--- config.mk ---
export PLATFORM = sky130hd
export DESIGN_NAME = fn_des_izq_sec
export DESIGN_NICKNAME = d
export VERILOG_FILES = /design/src/rtl/fn_des_izq_sec_pkg.sv /design/src/rtl/fn_des_izq_sec.sv
export SDC_FILE = /design/constraint.sdc
export NUM_CORES = 1
export LEC_CHECK = 0
export ABC_AREA = 1
export BUFFER_PORTS_ARGS = -buffer_cell sky130_fd_sc_hd__buf_2
export CAP_MARGIN = 25
export CORE_MARGIN = 1.5
export CORE_UTILIZATION = 40
export DETAILED_ROUTE_END_ITERATION = 8
export PLACE_DENSITY = 0.64
export SLEW_MARGIN = 30
export SYNTH_ARGS = -nofsm -noshare
export SYNTH_HDL_FRONTEND = slang
export SYNTH_SLANG_ARGS = --single-unit
--- constraint.sdc ---
create_clock -name clk -period 2 [get_ports clk]
set_input_delay 0.3 -clock clk [delete_from_list [all_inputs] [get_ports clk]]
set_output_delay 0.3 -clock clk [all_outputs]
set_load 0.1 [all_outputs]
--- src/rtl/fn_des_izq_sec_pkg.sv ---
`default_nettype none
// ============================================================================
// fn_des_izq_sec_pkg : state encodings and default width for the serial
//                      left shifter and its ALU controller
// Revision 1.0
// ============================================================================
package fn_des_izq_sec_pkg;

  localparam int C_ANCHO_DEF      = 32;
  localparam int C_ANCHO_CANT_DEF = 5;

  typedef enum logic [1:0] {
    ST_IDLE  = 2'd0,
    ST_SHIFT = 2'd1,
    ST_DONE  = 2'd2
  } estado_t;

endpackage
`default_nettype wire

--- src/rtl/fn_des_izq_sec.sv ---
`default_nettype none
// ============================================================================
// fn_des_izq_sec : sequential logical left shifter, one bit per clock,
//                  start/done handshake with the ALU controller
// Revision 1.0
// ============================================================================
module fn_des_izq_sec
  import fn_des_izq_sec_pkg::*;
#(
  parameter int ANCHO      = C_ANCHO_DEF,
  parameter int ANCHO_CANT = C_ANCHO_CANT_DEF
) (
  input  logic                  clk,
  input  logic                  rst,
  input  logic [ANCHO-1:0]      a,
  input  logic [ANCHO_CANT-1:0] b,
  input  logic                  inicio,
  input  logic                  tomado,
  output logic                  listo,
  output logic                  valido,
  output logic [ANCHO-1:0]      Y
);

  localparam logic [ANCHO_CANT-1:0] C_UNO = {{(ANCHO_CANT-1){1'b0}}, 1'b1};

  estado_t               state_q, state_d;
  logic [ANCHO-1:0]      sr_q, sr_d;
  logic [ANCHO_CANT-1:0] cnt_q, cnt_d;
  logic [ANCHO-1:0]      y_q, y_d;

  always_ff @(posedge clk or posedge rst) begin
    if (rst) begin
      state_q <= ST_IDLE;
      sr_q    <= '0;
      cnt_q   <= '0;
      y_q     <= '0;
    end else begin
      state_q <= state_d;
      sr_q    <= sr_d;
      cnt_q   <= cnt_d;
      y_q     <= y_d;
    end
  end

  always_comb begin
    state_d = state_q;
    sr_d    = sr_q;
    cnt_d   = cnt_q;
    y_d     = y_q;
    case (state_q)
      ST_IDLE: begin
        if (inicio) begin
          sr_d    = a;
          cnt_d   = b;
          state_d = ST_SHIFT;
        end
      end
      ST_SHIFT: begin
        // The counter reaches zero one edge before the result is published,
        // so total latency from accept is b+1 edges.
        if (cnt_q != '0) begin
          sr_d  = {sr_q[ANCHO-2:0], 1'b0};
          cnt_d = cnt_q - C_UNO;
        end else begin
          y_d     = sr_q;
          state_d = ST_DONE;
        end
      end
      ST_DONE: begin
        if (tomado) begin
          state_d = ST_IDLE;
        end
      end
      default: state_d = ST_IDLE;
    endcase
  end

  assign listo  = (state_q == ST_IDLE);
  assign valido = (state_q == ST_DONE);
  assign Y      = y_q;

endmodule
`default_nettype wire

==> summary.md, run 1 <==
| Metric | Value |
|---|---|
| Core Box Area | `0.00785 mm²` |
| Vias per cell | `4.62` |
| DR iter-0 viols | `92` |
| IO Port Bufs | `74` |
| H-tree Lvls | `3` |
| Cells resized by post-CTS repair | `0` |
| Register area share after synthesis | `53.7%` |
| Delay-heaviest family, CP | `simple AND/OR/NAND/NOR gates` |
| Unique masters post-synth | `19` |
| Pre-antenna DRT Iters | `5` |
| Final nets | `479` |
| IO Pins | `75` |
| CTS tree | `yes` |
| GRT Total Usage | `16.0%` |
| # setup viols final | `0` |
| Post-route minimum period | `1720 ps` |
| Clock Tree Root | `clkbuf_8` |
| Most used cell, CP | `nand2_1` |
| Flop-to-flop setup slack | `280 ps` |
| Status | `completed` |
| Final Max Slew Viols | `0` |
| Met3 usage | `4.13%` |
| RSZ-0062 raised after global routing | `no` |
| Global-route met1 utilization | `20.9%` |
| Initial antenna violation count | `0` |
| Worst path required time | `2230 ps` |
| Measured slew at the worst slew-check pin | `549 ps` |
| Syn Nets | `409` |
| CTS Hold Buffers Added | `0` |
| Number of synthesized register bits | `71` |
| Placed Cells | `528` |
| Slew margin rel. | `63.3%` |
| Worst setup EP type | `flip-flop` |
| First-pass GRT wire length | `10900 µm` |
| Number of global-route vias before repair | `2459` |
| Via count | `2512` |
| Clk buf depth | `2` |
| Area occupied by multi-input gates | `0.00119 mm²` |
| Met2 Resource Use GR | `25.4%` |
| Diodes inserted | `0` |
| Startpoint Class | `flip-flop` |
| R2R cell count | `9` |
| Die area | `0.00882 mm²` |
| Dpl hpwl | `4350 µm` |
| Mapped Cells | `367` |
| CTS buffer count | `9` |
| Global route overflow | `0` |
| Largest net degree at the start of global routing | `68` |
| Total number of yosys warnings | `0` |
| Slowest stage delay, CP | `340 ps` |
| Residual DRC | `0` |
| Area Overhead vs Synth | `19.0%` |
| Critical-path top delay cell | `dfrtp_1` |
| Reg area | `0.00178 mm²` |
| Final hold vios | `0` |
| HP Class | `in -> async` |
| Final setup skew | `10.1 ps` |
| Peak Freq | `0.583 GHz` |
| Gpl congestion | `0.810` |
| Tcrit/Tclk final | `85.8%` |
| Drt wl/cell | `11.7 µm` |
| Final std cells w/o fill | `544` |
| Mapped cell area | `0.00331 mm²` |
| Sum of buffers and inverters on the critical path | `3` |
| Share of cells above drive strength 1 | `31.0%` |
| Die width | `93.9 µm` |
| Row count | `32` |
| Launching point of the worst reg2reg path | `cnt_q[0]` |
| Fill count | `804` |
| DRT Wirelength | `6370 µm` |
| CP cell instances | `inv_1, ha_1, nand3_1, nand2_1, nand2_4, buf_12, inv_1, nand2_1, nand2_1` |
| ANT nets after route | `0` |
| Postcts setup bufs | `0` |
| Clock insertion delay at the later pin of the skew report | `330 ps` |
| Initial Util | `42.1%` |
| Max FO, Critical Path | `60` |
| Clk pin slew, worst setup/hold paths | `80 ps` |
| Setup CP Type | `reg -> reg` |
| GR peak layer | `met2` |
| Worst flop-to-flop path endpoint | `cnt_q[2]` |
| Sink Count | `71` |
| Max-cap violations | `0` |
| Die Ht | `93.9 µm` |
| Mean Syn Cell Area | `9.01 µm²` |
| Critical path arrival | `1950 ps` |
==> cell usage after synthesis <==
library cell / number / share of area (%)
o21ai_1: 26 / 3.9
clkbuf_1: 4 / 0.45
buf_6: 14 / 4.8
or2_2: 2 / 0.38
nand2_2: 1 / 0.19
nand2_4: 1 / 0.34
o21ai_2: 33 / 8.7
nand3_1: 7 / 1.1
buf_4: 3 / 0.68
o31ai_1: 1 / 0.23
nor2_1: 5 / 0.57
dfrtp_1: 71 / 54
ha_1: 1 / 0.38
inv_2: 1 / 0.11
o21ai_0: 41 / 6.2
nand4_2: 1 / 0.38
inv_1: 41 / 4.7
nor2_4: 1 / 0.34
nand2_1: 113 / 13
==> metal layers <==
metal / vias to the layer above / share of wire, %
met4: 0 / 0.39
met2: 45 / 48
li1: 1305 / -
met3: 2 / 4.4
met5: - / 0
met1: 1160 / 48
==> stage by stage <==
step           TNS, ps  utilization (%)  setup WS (ps)  hold WS, ps  instance area (µm²)
6_report             0             50.1            285         5.19                 3930
2_1_floorplan    -6.75                -          -6.75          386                 3320
5_1_grt              0             50.1           89.5         22.4                 3930
3_5_place_dp         0             47.6            270          382                 3740
3_3_place_gp         0             47.6            348          368                 3740
4_1_cts              0             50.1            271         7.49                 3930
==> logic make-up after synthesis <==
logic type      count (synthesis)  share of synthesized area [%]
buf+inv                        63                           10.7
compound gates                101                           19.1
fa+ha+maj                       1                          0.378
flops                          71                           53.7
simple gates                  131                           16.1
==> layout by cell type (no fill, tap or decap), drive strengths merged <==
| cell type | instances |
|---|---|
| buf | 80 |
| bufinv | 1 |
| clkbuf | 11 |
| clkinv | 2 |
| clkinvlp | 2 |
| dfrtp | 71 |
| ha | 1 |
| inv | 42 |
| nand2 | 115 |
| nand3 | 7 |
| nand4 | 1 |
| nor2 | 6 |
| o21ai | 100 |
| o31ai | 1 |
| or2 | 2 |
==> how the worst max path moves through the flow <==
stage               start  slack, ps  cells after the start  endpoint
2_1_floorplan  state_q[1]         -7                      2    valido
3_3_place_gp     cnt_q[0]        350                      9  cnt_q[3]
3_5_place_dp     cnt_q[0]        270                      9  cnt_q[2]
4_1_cts          cnt_q[0]        270                      9  cnt_q[2]
5_1_grt          cnt_q[0]         90                      9  cnt_q[3]
6_report         cnt_q[0]        280                      9  cnt_q[2]
==> state kept, by name, summed over array words and instances, names as in the netlist <==
register and cells:
Y 32, cnt_q 5, sr_q 32, state_q 2
==> layout make-up <==
| class | count | share of cell area [%] |
|---|---|---|
| multi-input cells | 233 | 30.3 |
| well taps | 102 | 3.24 |
| clock buffers | 11 | 3.59 |
| flip-flops and latches | 71 | 45.2 |
| repair buffers | 80 | 12.2 |
| clock inverters | 5 | 1.43 |
| inverters | 42 | 4.10 |
==> worst register-to-register path, cell delays in order, from the launching register on <==
cell	delay, ps
dfrtp_1	340
inv_1	80
ha_1	280
nand3_1	140
nand2_1	90
nand2_4	170
buf_12	280
inv_1	120
nand2_1	70
nand2_1	50
Power of run 1 is left out: the tool's default activity adds up to more than one toggle a clock period on the data nets, which glitch-free logic cannot reach.
==> inputs of run 2 (changes only) <==
- PLACE_DENSITY: 0.64 -> 0.73
==> summary.md, run 2 (synthesized netlist as in run 1, its figures left out) <==
| Metric | Value |
|---|---|
| Most common cell after layout, fill and taps aside | `nand2_1` |
| Slew margin rel. | `62.1% (-1.2 points)` |
| Die Ht | `93.9 µm (unchanged)` |
| Initial antenna violation count | `0 (unchanged)` |
| Final setup skew | `8.50 ps (-1.56 ps)` |
| Measured slew at the worst slew-check pin | `569 ps (+19.8 ps)` |
| Final hold vios | `0 (unchanged)` |
| Commonest cells after routing, fill and taps aside | `nand2_1 (113), buf_2 (74), dfrtp_1 (71)` |
| Max-cap violations | `0 (unchanged)` |
| Tcrit/Tclk final | `88.4% (+2.7 points)` |
| Core Box Area | `0.00785 mm² (unchanged)` |
| Fill count | `777 (-3.4%)` |
| Worst setup EP type | `flip-flop` |
| CTS tree | `yes` |
| Post-route cell area | `0.00400 mm² (+1.7%)` |
| Slowest stage delay, CP | `380 ps (+40 ps)` |
| CTS buffer count | `9 (unchanged)` |
| # setup viols final | `0 (unchanged)` |
| HP Class | `in -> reg` |
| RSZ-0062 raised after global routing | `no` |
| Sink Count | `71 (unchanged)` |
| Initial Util | `42.1% (unchanged)` |
| Row count | `32 (unchanged)` |
| Clk pin slew, worst setup/hold paths | `80 ps (about the same)` |
| Clock insertion delay at the later pin of the skew report | `350 ps (+20 ps)` |
| Pre-antenna DRT Iters | `4 (-1)` |
| Dpl hpwl | `4490 µm (+3.1%)` |
| Largest net degree at the start of global routing | `68 (unchanged)` |
| Critical path arrival | `2000 ps (+50 ps)` |
| Diodes inserted | `0 (unchanged)` |
| Hold Path Depth | `2` |
| Die area | `0.00882 mm² (unchanged)` |
| Setup CP Type | `reg -> reg` |
| GRT Total Usage | `16.2% (+0.25 points)` |
| Area Overhead vs Synth | `21.1%` |
| Final Max Slew Viols | `0 (unchanged)` |
| IO Port Bufs | `74 (unchanged)` |
| ANT nets after route | `0 (unchanged)` |
| Final nets | `483 (+0.84%)` |
| Cells resized by post-CTS repair | `0 (unchanged)` |
| Via count | `2570 (+2.3%)` |
| Peak Freq | `0.565 GHz (-3.0%)` |
| Post-place instance area | `0.00373 mm² (about the same)` |
| Final core occ | `51.0% (+0.88 points)` |
| Gpl congestion | `0.800 (-1.2%)` |
| Number of global-route vias before repair | `2501 (+1.7%)` |
| Critical-path top delay cell | `dfrtp_1` |
| DRT Wirelength | `6500 µm (+2.1%)` |
| Drt wl/cell | `11.9 µm (+1.3%)` |
| IO Pins | `75 (unchanged)` |
| Clock Tree Root | `clkbuf_8` |
| Max FO, Critical Path | `22 (-63%)` |
| Residual DRC | `0 (unchanged)` |
| Clk buf depth | `2 (unchanged)` |
| Status | `completed` |
| Startpoint Class | `flip-flop` |
| Global route overflow | `0 (unchanged)` |
| Post-route minimum period | `1770 ps (+53.3 ps)` |
| Worst path required time | `2230 ps (about the same)` |
| CP cell instances | `inv_1, ha_1, nand4_4, buf_4, nand2_1, o21ai_0` |
| H-tree Lvls | `3 (unchanged)` |
| R2R cell count | `6 (-3)` |
| Die width | `93.9 µm (unchanged)` |
| DR iter-0 viols | `70 (-24%)` |
| First-pass GRT wire length | `11000 µm (+0.69%)` |
| Share of cells above drive strength 1 | `31.6% (+0.62 points)` |
| Vias per cell | `4.69 (+1.6%)` |
run 2: final timing paths:
check / slack (ps) / from / end
min in group asynchronous: 530 / rst / cnt_q[0]
max: 230 / cnt_q[0] / Y[11]
min: 140 / tomado / state_q[1]
max reg2reg: 230 / cnt_q[0] / Y[11]
min reg2reg: 480 / Y[22] / Y[22]
max in group asynchronous: 750 / rst / sr_q[17]
run 2: final cells by class:
type                    count  area, µm²  area share [%]
flip-flops and latches     71       1780            44.4
clock inverters             7        135            3.38
multi-input cells         233       1190            29.8
well taps                 102        128            3.19
repair buffers             84        485            12.1
clock buffers               9        124            3.09
inverters                  42        161            4.03
run 2: metal layers:
layer	global-route usage [%]	vias to the layer above	share of wire, %
met1	20.7	1188	47
met2	25.5	60	46
li1	-	1313	-
met3	4.94	9	6.0
met5	0	-	0
met4	6.72	0	1.5
run 2: repair_timing:
action | CTS | global route
hold endpoints to repair | 14 | 0
buffers inserted | 0 | 0
hold buffers | 1 | 0
run 2: stage by stage:
step | cells | hold WS [ps] | TNS, ps | setup slack [ps]
global route | 548 | 138 | 0 | 59.1
CTS | 548 | 131 | 0 | 235
detailed placement | 531 | 366 | 0 | 252
global placement | 531 | 357 | 0 | 325
finish | 548 | 144 | 0 | 231
floorplan | 367 | 386 | -6.75 | -6.75
run 2: critical path: cells and delay by family (launching register included):
family          cells  cell delay [ps]
compound gates      1               80
flops               1              380
buf+inv             2              460
simple gates        2              440
fa+ha+maj           1              290
Power of run 2 is left out for the same reason.
==> inputs of run 3 (changes only) <==
- CORE_UTILIZATION: 40 -> 48
- PLACE_DENSITY: 0.73 -> 0.84
- REMOVE_ABC_BUFFERS: unset -> 1
==> summary.md, run 3 (synthesized netlist as in run 1, its figures left out) <==
| Metric | Value |
|---|---|
| Status | `completed` |
| First-pass GRT wire length | `10800 µm (-1.9%)` |
| Global route overflow | `0 (unchanged)` |
| Final Max Slew Viols | `0 (unchanged)` |
| Dpl hpwl | `4600 µm (+2.4%)` |
| Place WS | `312 ps (+59.9 ps)` |
| CTS Hold Buffers Added | `0 (-1)` |
| IO Pins | `75 (unchanged)` |
| Peak Freq | `0.582 GHz (+2.9%)` |
| Fill count | `605 (-22%)` |
| Die Ht | `86.0 µm (-8.4%)` |
| DRT Wirelength | `6570 µm (+1.1%)` |
| Clock insertion delay at the later pin of the skew report | `340 ps (about the same)` |
| Pre-antenna DRT Iters | `4 (unchanged)` |
| Commonest cells after routing, fill and taps aside | `nand2_1 (113), buf_2 (74), dfrtp_1 (71)` |
| Largest net degree at the start of global routing | `68 (unchanged)` |
| Diodes inserted | `0 (unchanged)` |
| Most common cell after layout, fill and taps aside | `nand2_1` |
| Area occupied by multi-input gates | `0.00118 mm² (-0.63%)` |
| Final nets | `480 (-0.62%)` |
| HP Class | `in -> async` |
| Gpl congestion | `0.781 (-2.4%)` |
| Post-route minimum period | `1720 ps (-50.1 ps)` |
| Die area | `0.00739 mm² (-16%)` |
| Vias per cell | `4.91 (+4.8%)` |
| Clk buf depth | `2 (unchanged)` |
| Global-route met1 utilization | `24.3% (+3.6 points)` |
| Met2 Resource Use GR | `30.0% (+4.4 points)` |
| # setup viols final | `0 (unchanged)` |
| Startpoint Class | `flip-flop` |
| CTS buffer count | `9 (unchanged)` |
| GR peak layer | `met2` |
| Final hold vios | `0 (unchanged)` |
| Share of cells above drive strength 1 | `31.2% (-0.46 points)` |
| Clk pin slew, worst setup/hold paths | `70 ps (about the same)` |
| Worst setup EP type | `flip-flop` |
| Number of global-route vias before repair | `2393 (-4.3%)` |
| Postcts setup bufs | `0 (unchanged)` |
| Critical path arrival | `1950 ps (-50 ps)` |
| IO Port Bufs | `74 (unchanged)` |
| CTS tree | `yes` |
| Initial Util | `49.2% (+7.1 points)` |
| Reg area | `0.00178 mm² (unchanged)` |
| Sink Count | `71 (unchanged)` |
| Area Overhead vs Synth | `18.8%` |
| Core Box Area | `0.00672 mm² (-14%)` |
| Residual DRC | `0 (unchanged)` |
| Row count | `30 (-6.3%)` |
| Worst path required time | `2230 ps (about the same)` |
| Tcrit/Tclk final | `85.9% (-2.5 points)` |
| Final setup skew | `9.10 ps (+0.594 ps)` |
| Drt wl/cell | `12.6 µm (+5.9%)` |
| GRT Total Usage | `18.7% (+2.5 points)` |
| Clock Tree Root | `clkbuf_8` |
| ANT nets after route | `0 (unchanged)` |
| Met3 usage | `5.29% (+0.36 points)` |
| Final worst slack | `281 ps (+50.1 ps)` |
| Slew margin rel. | `61.6% (-0.44 points)` |
| Initial antenna violation count | `0 (unchanged)` |
| Max-cap violations | `0 (unchanged)` |
| Die width | `86.0 µm (-8.4%)` |
| Via count | `2570 (unchanged)` |
| Measured slew at the worst slew-check pin | `575 ps (+6.53 ps)` |
| Max FO, Critical Path | `26 (+18%)` |
| Setup CP Type | `reg -> reg` |
| Cells resized by post-CTS repair | `0 (unchanged)` |
| DR iter-0 viols | `196 (+180%)` |
| H-tree Lvls | `3 (unchanged)` |
| RSZ-0062 raised after global routing | `no` |
## run 3: final timing paths
kind | start | endpoint | slack [ps] | cells past startpoint
min in group clk | tomado | state_q[1] | 140 | 2
setup / recovery | cnt_q[0] | sr_q[3] | 280 | 8
hold / removal | rst | sr_q[7] | 10 | 2
max in group asynchronous | rst | sr_q[25] | 1340 | 3
hold reg to reg | Y[19] | Y[19] | 480 | 2
setup reg to reg | cnt_q[0] | sr_q[3] | 280 | 8
## run 3: layout make-up
class / instances / share of cell area, %
Clock buffer: 10 / 3.51
Clock inverter: 6 / 2.14
Inverter: 42 / 4.02
Multi-Input combinational cell: 233 / 30.2
Sequential cell: 71 / 45.3
Tap cell: 80 / 2.55
Timing Repair Buffer: 81 / 12.4
## run 3: worst max-delay path, cell delays in order (launching register included)
cell	delay, ps
dfrtp_1	380
inv_1	110
ha_1	300
nand3_1	140
nand2_1	120
nand2_4	190
buf_12	230
nand2_1	80
o21ai_2	60
## run 3: metal layers
layer  share of wire (%)  wire, µm  vias to the layer above
met2                  48      3140                       68
met4                 1.3        88                        0
met1                  45      2980                     1189
met5                   0         0                        -
met3                 5.5       363                        9
li1                    -         -                     1304
## run 3: stage by stage
stage / instance area, µm² / utilization, % / hold slack (ps) / setup TNS (ps) / cells
2_1_floorplan: 3110 / - / 386 / -60500 / 346
3_3_place_gp: 3700 / 55.1 / 388 / 0 / 507
3_5_place_dp: 3700 / 55.1 / 393 / 0 / 507
4_1_cts: 3930 / 58.4 / 25.3 / 0 / 523
5_1_grt: 3930 / 58.4 / 44.6 / 0 / 523
6_report: 3930 / 58.4 / 13.9 / 0 / 523
Power of run 3 is left out for the same reason.
